===== src/rtl/armv8_pkg.sv =====
// armv8_pkg: shared widths, PC step and fetch-entry layout for the ARMv8 front end
package armv8_pkg;
  localparam int INSTR_W = 32;
  localparam int ADDR_W  = 64;
  localparam int PC_STEP = 4;
  typedef struct packed {
    logic [ADDR_W-1:0]  pc;
    logic [INSTR_W-1:0] instr;
  } fetch_entry_t;
endpackage


===== src/rtl/fetch_unit_if.sv =====
// fetch_unit_if: instruction-memory, redirect and decode-handshake signals of the fetch unit
// master: fetch unit side (drives imem_req/imem_addr and the out_* head signals)
// slave:  memory + decode + redirect source side
interface fetch_unit_if #(
  parameter int ADDR_W  = armv8_pkg::ADDR_W,
  parameter int INSTR_W = armv8_pkg::INSTR_W
);
  logic               imem_req;
  logic [ADDR_W-1:0]  imem_addr;
  logic [INSTR_W-1:0] imem_rdata;
  logic               redirect;
  logic [ADDR_W-1:0]  redirect_pc;
  logic               out_valid;
  logic               out_ready;
  logic [INSTR_W-1:0] out_instr;
  logic [ADDR_W-1:0]  out_pc;
  logic [ADDR_W-1:0]  out_pc4;
  modport master (
    output imem_req, imem_addr, out_valid, out_instr, out_pc, out_pc4,
    input  imem_rdata, redirect, redirect_pc, out_ready
  );
  modport slave (
    input  imem_req, imem_addr, out_valid, out_instr, out_pc, out_pc4,
    output imem_rdata, redirect, redirect_pc, out_ready
  );
endinterface


===== src/rtl/fetch_queue.sv =====
// fetch_queue: synchronous FIFO of fetch entries with flush
// clk/rst: clock, sync active-high reset; push/in_data: write; pop/out_data: head read/advance
// flush: empty the queue (wins over push/pop); full/empty/count: occupancy
module fetch_queue #(
  parameter int  DEPTH = 4,
  parameter type T     = armv8_pkg::fetch_entry_t,
  localparam int CW    = $clog2(DEPTH + 1),
  localparam int PW    = $clog2(DEPTH)
) (
  input  logic          clk,
  input  logic          rst,
  input  logic          push,
  input  logic          pop,
  input  logic          flush,
  input  T              in_data,
  output T              out_data,
  output logic          full,
  output logic          empty,
  output logic [CW-1:0] count
);
  T mem_q [DEPTH];
  T head_q;
  logic [PW-1:0] wr_q, rd_q;
  logic [CW-1:0] count_q;
  logic do_push, do_pop;
  function automatic logic [PW-1:0] nxt(input logic [PW-1:0] p);
    return p == PW'(DEPTH - 1) ? '0 : p + PW'(1);
  endfunction
  assign full     = count_q == CW'(DEPTH);
  assign empty    = count_q == '0;
  assign count    = count_q;
  assign do_pop   = pop && !empty;
  assign do_push  = push && (!full || do_pop);
  // when empty, present the last head that left so outputs stay stable and defined
  assign out_data = empty ? head_q : mem_q[rd_q];
  always_ff @(posedge clk) begin
    if (rst || flush) begin
      wr_q    <= '0;
      rd_q    <= '0;
      count_q <= '0;
    end else begin
      if (do_push) begin
        mem_q[wr_q] <= in_data;
        wr_q        <= nxt(wr_q);
      end
      if (do_pop) rd_q <= nxt(rd_q);
      count_q <= count_q + CW'(do_push) - CW'(do_pop);
    end
  end
  always_ff @(posedge clk) begin
    if (rst) head_q <= '0;
    else if (!empty && (do_pop || flush)) head_q <= mem_q[rd_q];
  end
endmodule


===== src/rtl/fetch_unit.sv =====
// fetch_unit: PC sequencer, fixed-latency imem issue and fetch queue toward decode
// clock/reset: clock, sync active-high reset
// bus (master): imem_req/imem_addr/imem_rdata memory port, redirect/redirect_pc flush port,
//               out_valid/out_ready/out_instr/out_pc/out_pc4 decode handshake
module fetch_unit #(
  parameter int                ADDR_W   = armv8_pkg::ADDR_W,
  parameter int                INSTR_W  = armv8_pkg::INSTR_W,
  parameter int                DEPTH    = 4,
  parameter logic [ADDR_W-1:0] RESET_PC = '0
) (
  input logic          clock,
  input logic          reset,
  fetch_unit_if.master bus
);
  import armv8_pkg::*;
  localparam int CW = $clog2(DEPTH + 1);
  typedef struct packed {
    logic [ADDR_W-1:0]  pc;
    logic [INSTR_W-1:0] instr;
  } entry_t;
  logic [ADDR_W-1:0] fetch_pc_q, fetch_pc_d, req_pc_q, req_pc_d;
  logic inflight_q, inflight_d, squash_q, squash_d;
  logic issue, push, pop, full, empty;
  logic [CW-1:0] count;
  entry_t head;
  // reserve a slot for every outstanding response so a push can never overflow
  assign issue = !reset && !bus.redirect && !full &&
                 (({1'b0, count} + (CW+1)'(inflight_q)) < (CW+1)'(DEPTH));
  assign push  = inflight_q && !squash_q && !bus.redirect;
  assign pop   = bus.out_valid && bus.out_ready && !bus.redirect;
  always_comb begin
    fetch_pc_d = bus.redirect ? (bus.redirect_pc & ~ADDR_W'(3)) :
                 issue        ? fetch_pc_q + ADDR_W'(PC_STEP)     : fetch_pc_q;
    req_pc_d   = issue ? fetch_pc_q : req_pc_q;
    inflight_d = issue;
    squash_d   = bus.redirect && inflight_q;
  end
  always_ff @(posedge clock) begin
    if (reset) begin
      fetch_pc_q <= RESET_PC;
      req_pc_q   <= RESET_PC;
      inflight_q <= 1'b0;
      squash_q   <= 1'b0;
    end else begin
      fetch_pc_q <= fetch_pc_d;
      req_pc_q   <= req_pc_d;
      inflight_q <= inflight_d;
      squash_q   <= squash_d;
    end
  end
  fetch_queue #(.DEPTH(DEPTH), .T(entry_t)) u_queue (
    .clk      (clock),
    .rst      (reset),
    .push     (push),
    .pop      (pop),
    .flush    (bus.redirect),
    .in_data  ('{pc: req_pc_q, instr: bus.imem_rdata}),
    .out_data (head),
    .full     (full),
    .empty    (empty),
    .count    (count)
  );
  assign bus.imem_req  = issue;
  assign bus.imem_addr = fetch_pc_q;
  // sync reset only clears state at the edge, so hide the head during the reset cycle itself
  assign bus.out_valid = !empty && !reset;
  assign bus.out_instr = head.instr;
  assign bus.out_pc    = head.pc;
  assign bus.out_pc4   = head.pc + ADDR_W'(PC_STEP);
endmodule

===== src/flat_wrapper.sv =====
// flat-port wrapper written by rule: the top's interface ports become plain ports
module fetch_unit_flat import armv8_pkg::*;
#(
  parameter int                ADDR_W   = armv8_pkg::ADDR_W,
  parameter int                INSTR_W  = armv8_pkg::INSTR_W,
  parameter int                DEPTH    = 4,
  parameter logic [ADDR_W-1:0] RESET_PC = '0
)
  (clock, reset, bus_imem_req, bus_imem_addr, bus_out_valid, bus_out_instr, bus_out_pc, bus_out_pc4, bus_imem_rdata, bus_redirect, bus_redirect_pc, bus_out_ready);
  fetch_unit_if #(.ADDR_W(ADDR_W), .INSTR_W(INSTR_W)) bus_i ();
  input logic clock;
  input logic reset;
  output wire logic [$bits(bus_i.imem_req)-1:0] bus_imem_req;
  output wire logic [$bits(bus_i.imem_addr)-1:0] bus_imem_addr;
  output wire logic [$bits(bus_i.out_valid)-1:0] bus_out_valid;
  output wire logic [$bits(bus_i.out_instr)-1:0] bus_out_instr;
  output wire logic [$bits(bus_i.out_pc)-1:0] bus_out_pc;
  output wire logic [$bits(bus_i.out_pc4)-1:0] bus_out_pc4;
  input wire logic [$bits(bus_i.imem_rdata)-1:0] bus_imem_rdata;
  input wire logic [$bits(bus_i.redirect)-1:0] bus_redirect;
  input wire logic [$bits(bus_i.redirect_pc)-1:0] bus_redirect_pc;
  input wire logic [$bits(bus_i.out_ready)-1:0] bus_out_ready;
  assign bus_imem_req = bus_i.imem_req;
  assign bus_imem_addr = bus_i.imem_addr;
  assign bus_out_valid = bus_i.out_valid;
  assign bus_out_instr = bus_i.out_instr;
  assign bus_out_pc = bus_i.out_pc;
  assign bus_out_pc4 = bus_i.out_pc4;
  assign bus_i.imem_rdata = bus_imem_rdata;
  assign bus_i.redirect = bus_redirect;
  assign bus_i.redirect_pc = bus_redirect_pc;
  assign bus_i.out_ready = bus_out_ready;
  fetch_unit #(.ADDR_W(ADDR_W), .INSTR_W(INSTR_W), .DEPTH(DEPTH), .RESET_PC(RESET_PC)) u_core (.clock(clock), .reset(reset), .bus(bus_i));
endmodule

===== config.mk =====
export PLATFORM = sky130hd
export DESIGN_NAME = fetch_unit_flat
export DESIGN_NICKNAME = d
export VERILOG_FILES = /design/src/rtl/armv8_pkg.sv /design/src/rtl/fetch_unit_if.sv /design/src/rtl/fetch_queue.sv /design/src/rtl/fetch_unit.sv /design/src/flat_wrapper.sv
export SDC_FILE = /design/constraint.sdc
export NUM_CORES = 1
export LEC_CHECK = 0
export CAP_MARGIN = 20
export CORE_MARGIN = 4
export CORE_UTILIZATION = 39
export CTS_CLUSTER_DIAMETER = 150
export DETAILED_ROUTE_END_ITERATION = 8
export DONT_BUFFER_PORTS = 1
export GPL_ROUTABILITY_DRIVEN = 0
export HOLD_SLACK_MARGIN = 0.08
export PLACE_DENSITY = 0.51
export SLEW_MARGIN = 30
export SYNTH_ARGS = -nofsm -noshare
export SYNTH_HDL_FRONTEND = slang
export SYNTH_HIERARCHICAL = 1
export SYNTH_SLANG_ARGS = --single-unit

===== constraint.sdc =====
create_clock -name clock -period 15.4 [get_ports clock]
set_clock_uncertainty 0.1 [all_clocks]
set_input_delay 2.31 -clock clock [delete_from_list [all_inputs] [get_ports clock]]
set_output_delay 2.31 -clock clock [all_outputs]
set_load 0.01 [all_outputs]

==> impl_metrics.py, run 1 <==
metrics = {
    "route": {
        "ant_nets": 0,
        "wl_mm": 70.21,
        "drt_first_pass_iters": 6,
        "routedWlPerCell_um": 25.33,
        "viasPerCell": 5.761,
        "drt_iter0_markers": 1284,
        "drc": 0,
        "vias": 15970,
    },
    "synth": {
        "async_flop_share": 0,
        "ys_seq_elements": 615,
        "synth_ff_type": "edfxtp_1",
        "ys_seq_area_frac": 0.6275,
        "synth-edff-count": 384,
        "syn_avg_cell_area_um2": 13.76,
        "ys_types": 73,
        "synthesis.area_um2": 25750,
        "ys_warn_count": 6,
        "syn-instance-count": 1871,
    },
    "sta": {
        "hold_viol": 0,
        "final.setup.worst_slack_ns": 6.894,
        "min_period_ns": 8.506,
        "relSlewSlack": 0.3613,
        "final-setup-viol-count": 0,
        "drv_slew": 0,
        "fmax_mhz": 117.6,
        "fin_crit_sh": 0.5523,
        "rsz0062_at_grt": "false",
        "worstMarginPinSlew_ns": 0.9581,
        "tns_ns": 0,
    },
    "die": {
        "die_area_um2": 70190,
        "die_w_um": 264.9,
        "rows": 93,
        "core_area_um2": 64930,
        "io_pins": 326,
        "die_h_um": 264.9,
        "start_util": 0.3965,
    },
    "cts": {
        "cts-buffers-inserted": 71,
        "insertion_delay_ns": 0.59,
        "cts_hold_buf": 0,
        "cts_tree": "built",
        "cts_buffer_depth": 3,
        "cts-root-buf": "clkbuf_16",
        "cts.clk_slew.worst_paths_ns": 0.06,
        "h-tree-depth": 3,
        "ctsResizeCount": 0,
        "clock-sinks": 615,
        "post_cts_buffers": 0,
    },
    "global_routing": {
        "grt_overflow": 0,
        "first_global_vias": 15980,
        "antenna_found_initial": 2,
        "grt_max_degree": 129,
        "grt_util_all_layers": 0.1949,
        "grt_pass1_wl_mm": 104.9,
    },
    "finish": {
        "area_growth_pct": 12.28,
        "final_core_util": 0.4452,
        "instances_no_fill": 2772,
        "nFillCells": 5842,
        "final_nets": 1964,
        "final_layout_size_suffix_gt1_frac": 0.1882,
    },
    "critical_path": {
        "startpoint_type": "register",
        "path_class": "register to output port",
        "r2r_setup_slack_ns": 11.50,
        "cp_max_fo": 35,
        "cp_data_arrival_time_ns": 6.10,
        "critPathCaptureType": "output port",
        "cp.required_ns": 12.99,
    },
    "pwr": {
        "vdd.ir_drop.worst_mv": 0.07663,
        "power.leakage_nw": 10.06,
        "powerDensity_nw_per_um2": 124.8,
    },
    "placement": {
        "place_inst": 2636,
        "dp_hpwl_mm": 44.45,
        "pre_cts_ws_ns": 7.175,
        "port_buffers": 0,
    },
    "status": {
        "outcome": "finished, final reports clean",
    },
    "run": {
        "cap_violations": 0,
    },
    "hold_path": {
        "min_path_type": "register to register",
    },
}
-- worst max-delay path, stage by stage, from the launching register on --
cell and delay [ns]:
dfxtp_1 0.39, nor3_4 0.61, buf_4 0.50, buf_4 0.52
buf_12 0.29, mux2_2 0.31, nand3_2 0.17, nor4_4 0.52
nand4_1 0.44, or4_4 0.72, nor3_1 0.43, buf_4 0.25
xor2_1 0.26
-- registers in the layout, summed over array words and instances (netlist names), 2 cells and up, named ones only --
| name | count |
|---|---|
| u_core/u_queue/mem_q | 384 |
| u_core/u_queue/head_q | 96 |
| u_core/bus.imem_addr | 62 |
| u_core/req_pc_q | 62 |
| u_core/u_queue/count | 3 |
| u_core/u_queue/rd_q | 2 |
| u_core/u_queue/wr_q | 2 |
-- layout by cell type, fill, tap and decap left out, types with 61 or more instances in the layout --
| cell type | netlist | layout |
|---|---|---|
| a21oi_1 | 117 | 117 |
| mux4_2 | 96 | 96 |
| nand2_1 | 205 | 204 |
| dfxtp_1 | 231 | 229 |
| clkbuf_16 | 0 | 75 |
| a22o_1 | 97 | 97 |
| nand3_1 | 61 | 61 |
| mux2_2 | 99 | 99 |
| edfxtp_1 | 384 | 384 |
| nor2_1 | 64 | 64 |
-- power by group --
| group | switching (mW) | leakage (nW) | internal (mW) | total [mW] |
|---|---|---|---|---|
| Clock | 0.663 | 1.18 | 1.05 | 1.72 |
| Combinational | 0.0535 | 3.09 | 0.0313 | 0.0847 |
| Sequential | 0.0433 | 5.78 | 1.76 | 1.81 |
| Total | 0.760 | 10.1 | 2.85 | 3.61 |
-- worst paths after layout --
kind,startpoint,end,cells past startpoint
max,u_core/u_queue/count[1],bus_out_pc4[63],12
min,u_core/u_queue/head_q[6],u_core/u_queue/head_q[6],1
max reg2reg,u_core/u_queue/count[1],u_core/u_queue/mem_q[2][0],6
min reg2reg,u_core/u_queue/head_q[6],u_core/u_queue/head_q[6],1
-- synthesized netlist by cell type (all sizes together), types with 4 or more instances --
| cell | n | area share |
|---|---|---|
| a21o | 4 | 0.0012 |
| a21oi | 117 | 0.023 |
| a221oi | 7 | 0.0024 |
| a22o | 97 | 0.033 |
| a22oi | 6 | 0.0017 |
| a31oi | 17 | 0.0041 |
| a32oi | 5 | 0.0017 |
| and2 | 12 | 0.0029 |
| and3 | 34 | 0.0084 |
| and4 | 10 | 0.0034 |
| buf | 55 | 0.015 |
| clkbuf | 66 | 0.011 |
| dfxtp | 231 | 0.18 |
| edfxtp | 384 | 0.45 |
| ha | 8 | 0.0039 |
| inv | 16 | 0.0023 |
| mux2 | 99 | 0.043 |
| mux2i | 6 | 0.0023 |
| mux4 | 96 | 0.084 |
| nand2 | 206 | 0.030 |
| nand3 | 64 | 0.013 |
| nand4 | 33 | 0.0086 |
| nor2 | 66 | 0.010 |
| nor3 | 35 | 0.0070 |
| nor4 | 22 | 0.0085 |
| o211ai | 4 | 0.0012 |
| o21ai | 36 | 0.0070 |
| o22ai | 7 | 0.0017 |
| o311ai | 4 | 0.0014 |
| or3 | 6 | 0.0015 |
| or4 | 9 | 0.0031 |
| xnor2 | 43 | 0.015 |
| xor2 | 28 | 0.0095 |
-- metrics by stage --
| stage | instance area [um^2] | hold slack [ns] | power, mW |
|---|---|---|---|
| after detailed placement | 26470 | 0.3573 | 1.926 |
| final | 28910 | 0.3696 | 3.609 |
| after global routing | 28900 | 0.3874 | 3.737 |
| after global placement | 26400 | 0.3549 | 1.921 |
| after CTS | 28880 | 0.3751 | 3.657 |
| after floorplan | 25780 | 0.3432 | 1.896 |
-- cell type report --
class                           count  area [um^2]  share of cell area
Clock buffer                       96         2016             0.06973
Tap cell                          855         1070             0.03701
Sequential cell                   615        16160              0.5591
Multi-Input combinational cell   1128         8955              0.3098
Timing Repair Buffer               23        240.2            0.008310
Clock inverter                     35        392.9             0.01359
Antenna cell                        4        10.01           0.0003463
Inverter                           16        61.31            0.002121
-- layer usage --
layer / track usage / vias up / part of all wire
li1: - / 7184 / -
met1: 0.2648 / 8161 / 0.44
met2: 0.3151 / 535 / 0.47
met3: 0.05068 / 90 / 0.072
met4: 0.04797 / 0 / 0.019
met5: 0 / - / 0
-- cells by family after synthesis --
family                   share of synthesized area
multiplexers                                0.1296
buffers and inverters                      0.02780
flip-flops                                  0.6275
AND/OR/NAND/NOR                             0.1001
XOR/XNOR                                   0.02415
AO/OA/AOI/OAI                              0.08602
other                                    0.0001457
adder cells (fa/ha/maj)                   0.004666
No activity file was read; power rests on OpenSTA's default activity.
==> run 2: changes to the inputs <==
Clock period 15.4 ns to 7.9 ns, I/O delays scaled along.
==> run 2 against run 1 <==
Critical path type unchanged. Sequential share of layout area up 0.39 points. First-iteration DRC count down 5.5%. Largest cell class unchanged. Worst setup slack got worse by 5.5 ns. Utilization is 0.31 points lower. Die area unchanged. Hold slack gained 0.0018 ns. Via count down 0.70%. Sequential power rose by 94%. Combinational power is 94% higher. Clock power up 77%. Wire length fell by 0.77%. Non-clock buffer count rose by 8.
==> impl_metrics.py, run 2 (synthesized netlist as in run 1, its figures left out) <==
metrics = {
    "status": {
        "outcome": "finished, final reports clean",
    },
    "route": {
        "drc": 0,
        "drt_first_pass_iters": 5,
        "routedLengthMet1_mm": 30.46,
        "wl_met3_mm": 5.080,
        "wl_mm": 69.67,
        "ant_nets": 0,
        "top_layer_used": "met4",
        "routedWlPerCell_um": 25.10,
        "viasPerCell": 5.713,
        "drt_iter0_markers": 1214,
        "wl_met2_mm": 32.76,
        "vias": 15860,
    },
    "finish": {
        "instances_no_fill": 2776,
        "final_common_cell": "edfxtp_1",
        "layout_common_cells": "edfxtp_1, dfxtp_1, nand2_1, a21oi_1, mux2_2",
        "final_nets": 1971,
        "regMostFlops": "u_core/u_queue/mem_q",
        "final_layout_size_suffix_gt1_frac": 0.1886,
        "largest_reg_flops": 384,
        "top_regs": "u_core/u_queue/mem_q: 384 flops, u_core/u_queue/head_q: 96 flops",
        "area_growth_pct": 11.49,
    },
    "sta": {
        "hold_viol": 0,
        "fin_crit_sh": 0.8217,
        "drv_slew": 0,
        "tns_ns": 0,
        "rsz0062_at_grt": "false",
        "final.setup.worst_slack_ns": 1.409,
        "fin_hold_ws_ns": 0.3714,
        "worstMarginPinSlew_ns": 0.8880,
        "fmax_mhz": 154.1,
        "relSlewSlack": 0.4080,
        "final-setup-viol-count": 0,
        "min_period_ns": 6.491,
    },
    "die": {
        "io_pins": 326,
        "die_area_um2": 70190,
        "core_area_um2": 64930,
        "die_h_um": 264.9,
        "die_w_um": 264.9,
        "rows": 93,
        "start_util": 0.3965,
    },
    "global_routing": {
        "grt_overflow": 0,
        "first_global_vias": 15590,
        "antenna_found_initial": 2,
        "grt_pass1_wl_mm": 103.1,
        "grt_max_degree": 129,
        "grt_util_all_layers": 0.1912,
    },
    "hold_path": {
        "hold_start": "u_core/u_queue/head_q[82]",
        "hold_end": "u_core/u_queue/head_q[82]",
        "worstHoldPathCells": 1,
        "min_path_type": "register to register",
    },
    "critical_path": {
        "rr_worst_depth": 8,
        "path_class": "register to output port",
        "cp.required_ns": 6.61,
        "critical-path-top-delay-family": "simple AND/OR/NAND/NOR gates",
        "worst_r2r_endpoint": "u_core/u_queue/head_q[40]",
        "critPathCaptureType": "output port",
        "path_buf_inv": 2,
        "r2r_setup_slack_ns": 3.74,
        "timing.rr.start": "u_core/u_queue/count[1]",
        "startpoint_type": "register",
        "path_common_cell": "buf_4",
        "crit_path_top_delay_cell": "or4_4",
        "cp_max_fo": 33,
        "crit_path_max_incr_delay_ns": 0.71,
        "crit_chain": "nor3_4, buf_4, mux2_2, and4_1, and3_1, nand4_1, or4_4, nor3_1, buf_4, xor2_1",
        "cp_data_arrival_time_ns": 5.21,
    },
    "pwr": {
        "switching_power_mw": 1.465,
        "powerDensity_nw_per_um2": 234.1,
        "clockPowerShare": 0.452,
        "swShare": 0.2179,
        "internal_power_mw": 5.256,
        "vdd.ir_drop.worst_mv": 0.1199,
        "power.leakage_nw": 9.966,
        "p_comb_frac": 0.024,
        "p_total_mw": 6.721,
        "power_frac_seq": 0.524,
    },
    "cts": {
        "post_cts_buffers": 0,
        "cts-buffers-inserted": 70,
        "cts.clk_slew.worst_paths_ns": 0.05,
        "insertion_delay_ns": 0.59,
        "cts_buffer_depth": 3,
        "h-tree-depth": 3,
        "cts-root-buf": "clkbuf_16",
        "clock-sinks": 615,
        "ctsResizeCount": 0,
        "cts_hold_buf": 0,
        "cts_tree": "built",
    },
    "placement": {
        "place_inst": 2645,
        "pre_cts_ws_ns": 1.817,
        "port_buffers": 0,
        "dp_hpwl_mm": 45.28,
    },
    "run": {
        "cap_violations": 0,
    },
}
run 2: changes by cell type in the layout (fill, tap and decap cells not counted), moves of 2 or more:
cell / delta
diode_2: -2
clkinv_1: -5
buf_6: -4
inv_6: +3
clkbuf_1: +10
bufinv_16: -7
buf_4: +10
clkbuf_16: -4
run 2: final cells by class:
cell class,count,area [um^2]
timing repair buffer,31,305.3
fill,5962,36220
tap,855,1070
inverter,16,61.31
multi-input combinational,1128,8961
clock buffer,102,1953
clock inverter,27,186.4
antenna,2,5.005
sequential,615,16160
run 2: power groups by stage:
stage	Clock, mW	Sequential, mW	Combinational [mW]
after CTS	3.13	3.52	0.165
after detailed placement	0	3.59	0.164
after global placement	0	3.59	0.158
after floorplan	0	3.55	0.146
final	3.04	3.52	0.164
after global routing	3.25	3.53	0.181
run 2: routing by layer:
layer	track usage	vias to the layer above
met3	0.05096	99
met1	0.2619	8074
met2	0.3058	508
li1	-	7177
met4	0.04726	0
met5	0	-
run 2: worst register-to-register path, cell delays in order (launching register included):
cell     delay, ns
dfxtp_1       0.49
nor3_4        0.17
buf_4         0.30
nor2_1        0.48
and3_1        0.37
o32a_1        0.29
nor2b_4       0.74
buf_4         0.84
a22o_1        0.32
run 2: worst max path at each step:
stage	slack, ns	start	end	cells past startpoint
floorplan	2.57	bus_redirect	u_core/u_queue/mem_q[0][0]	7
global placement	1.52	u_core/u_queue/count[1]	bus_out_pc4[63]	10
detailed placement	1.82	register	bus_out_pc4[63]	10
CTS	1.17	register	bus_out_pc4[63]	10
global route	1.13	register	bus_out_pc4[63]	10
finish	1.41	u_core/u_queue/count[1]	bus_out_pc4[63]	10
run 2: per-stage QoR:
stage | area (um^2) | util
after floorplan | 25780 | -
after global placement | 26460 | 0.4076
after detailed placement | 26550 | 0.4090
after CTS | 28690 | 0.4419
after global routing | 28700 | 0.4421
final | 28710 | 0.4421
==> run 3: changes to the inputs <==
Clock period 7.9 ns to 6.1 ns, I/O delays scaled along.
==> run 3 against run 2 <==
Sequential cell count did not move. Utilization rose by 0.47 points. Total power rose by 34%. Count of clock-buffer cells in the layout fell by 3. Critical path type unchanged. Critical endpoint unchanged.
==> impl_metrics.py, run 3 (synthesized netlist as in run 1, its figures left out) <==
metrics = {
    "placement": {
        "dp_hpwl_mm": 44.39,
        "place_inst": 2643,
        "port_buffers": 0,
    },
    "finish": {
        "final_core_util": 0.4468,
        "instances_no_fill": 2777,
        "largest_reg_flops": 384,
        "nFillCells": 5821,
        "layout_common_cells": "edfxtp_1, dfxtp_1, nand2_1, a21oi_1, mux2_2",
        "final_common_cell": "edfxtp_1",
        "final_nets": 1971,
        "top_regs": "u_core/u_queue/mem_q: 384 flops, u_core/u_queue/head_q: 96 flops",
        "regMostFlops": "u_core/u_queue/mem_q",
        "area_growth_pct": 12.67,
        "final_layout_size_suffix_gt1_frac": 0.1922,
    },
    "sta": {
        "hold_viol": 0,
        "final-setup-viol-count": 0,
        "fmax_mhz": 171.2,
        "worstMarginPinSlew_ns": 0.9301,
        "tns_ns": 0,
        "min_period_ns": 5.843,
        "rsz0062_at_grt": "false",
        "fin_crit_sh": 0.9578,
        "fin_hold_ws_ns": 0.2794,
        "relSlewSlack": 0.3751,
        "drv_slew": 0,
    },
    "cts": {
        "cts-buffers-inserted": 70,
        "cts_buffer_depth": 3,
        "h-tree-depth": 3,
        "insertion_delay_ns": 0.59,
        "cts-root-buf": "clkbuf_16",
        "clock-sinks": 615,
        "cts.clk_slew.worst_paths_ns": 0.06,
        "cts_tree": "built",
    },
    "route": {
        "viasPerCell": 5.715,
        "wl_met2_mm": 33.13,
        "wl_mm": 69.77,
        "drc": 0,
        "drt_iter0_markers": 1129,
        "wl_met3_mm": 5.119,
        "ant_nets": 0,
        "vias": 15870,
        "drt_first_pass_iters": 5,
        "routedWlPerCell_um": 25.12,
        "routedLengthMet1_mm": 30.35,
        "top_layer_used": "met4",
    },
    "critical_path": {
        "critPathCaptureType": "output port",
        "timing.rr.start": "u_core/u_queue/count[1]",
        "startpoint_type": "register",
        "crit_path_top_delay_cell": "or4_4",
        "crit_chain": "nor3_4, buf_12, buf_6, mux2_2, and4_1, and4_1, nand4_1, or4_4, nor3_4, buf_4, xor2_1, buf_4",
        "worst_r2r_endpoint": "u_core/u_queue/mem_q[2][6]",
        "rr_worst_depth": 7,
        "cp_data_arrival_time_ns": 4.83,
        "crit_path_max_incr_delay_ns": 0.72,
        "path_class": "register to output port",
        "cp.required_ns": 5.08,
        "r2r_setup_slack_ns": 2.56,
        "cp_max_fo": 40,
    },
    "die": {
        "die_w_um": 264.9,
        "die_h_um": 264.9,
        "die_area_um2": 70190,
        "rows": 93,
        "start_util": 0.3965,
        "core_area_um2": 64930,
        "io_pins": 326,
    },
    "status": {
        "outcome": "finished, final reports clean",
    },
    "pwr": {
        "powerDensity_nw_per_um2": 310.3,
        "power.leakage_nw": 10.09,
        "vdd.ir_drop.worst_mv": 0.1890,
    },
    "global_routing": {
        "first_global_vias": 15840,
        "grt_overflow": 0,
        "grt_pass1_wl_mm": 103.8,
        "grt_util_all_layers": 0.1930,
        "antenna_found_initial": 1,
        "grt_max_degree": 129,
    },
    "hold_path": {
        "hold_end": "u_core/bus.imem_addr[35]",
        "min_path_type": "input pin to register",
        "worstHoldPathCells": 1,
        "hold_start": "reset",
    },
    "run": {
        "cap_violations": 0,
    },
}
==> run 3: cell count changes in the layout (fill, tap and decap cells not counted), moves of 3 or more <==
cell	delta
clkinv_1	+4
clkbuf_1	-8
buf_12	+8
clkinv_2	-6
bufinv_16	+4
clkinvlp_4	+3
clkbuf_16	+4
buf_4	-8
==> run 3: worst max-delay path by stage <==
stage / start / to / slack (ns)
floorplan: bus_redirect / u_core/u_queue/mem_q[0][0] / 1.04
finish: u_core/u_queue/count[1] / bus_out_pc4[63] / 0.26
global route: u_core/u_queue/count[1] / bus_out_pc4[63] / 0.09
detailed placement: register / bus_out_pc4[63] / 0.20
global placement: register / bus_out_pc4[63] / 0.30
CTS: register / bus_out_pc4[63] / 0.01
==> run 3: final cells by class <==
type                    count  area [um^2]  share of cell area
repair buffers             31        385.4             0.01328
well taps                 855         1070             0.03688
clock buffers              99         2037             0.07022
inverters                  16        61.31            0.002113
clock inverters            31        312.8             0.01078
flip-flops and latches    615        16160              0.5572
multi-input cells        1128         8975              0.3094
diodes                      2        5.005           0.0001725
==> run 3: where the power goes <==
group / internal [mW] / total (mW) / switching [mW]
combinational: 0.0779 / 0.212 / 0.134
clock: 2.55 / 4.23 / 1.68
sequential: 4.45 / 4.56 / 0.107
==> run 3: metal layers <==
metal  vias to the layer above  track usage
met3                        78      0.04891
met2                       500       0.3116
li1                       7181            -
met4                         0      0.04926
met5                         -            0
met1                      8112       0.2628
==> run 3: what timing repair did <==
item / CTS / global route
buffers inserted: 1 / 1
setup endpoints to repair: 1 / 1
resized for setup: 3 / 2
hold buffers: 0 / 0
gates cloned: 0 / 0
==> run 3: stage by stage <==
stage               power [mW]  area (um^2)  setup WS, ns
finish                   9.001        29010        0.2575
global route             9.331        29000       0.09387
CTS                      9.123        28960       0.01350
detailed placement       4.859        26580        0.2040
global placement         4.853        26580        0.3002
floorplan                4.787        25780         1.036
==> run 3: worst max-delay path, delay by kind of cell, from the launching register on <==
family | cells | cell delay [ns]
DFF | 1 | 0.39
buffers and inverters | 4 | 0.97
xor gates and xnor gates | 1 | 0.16
muxes | 1 | 0.36
and+or+nand+nor | 6 | 2.27
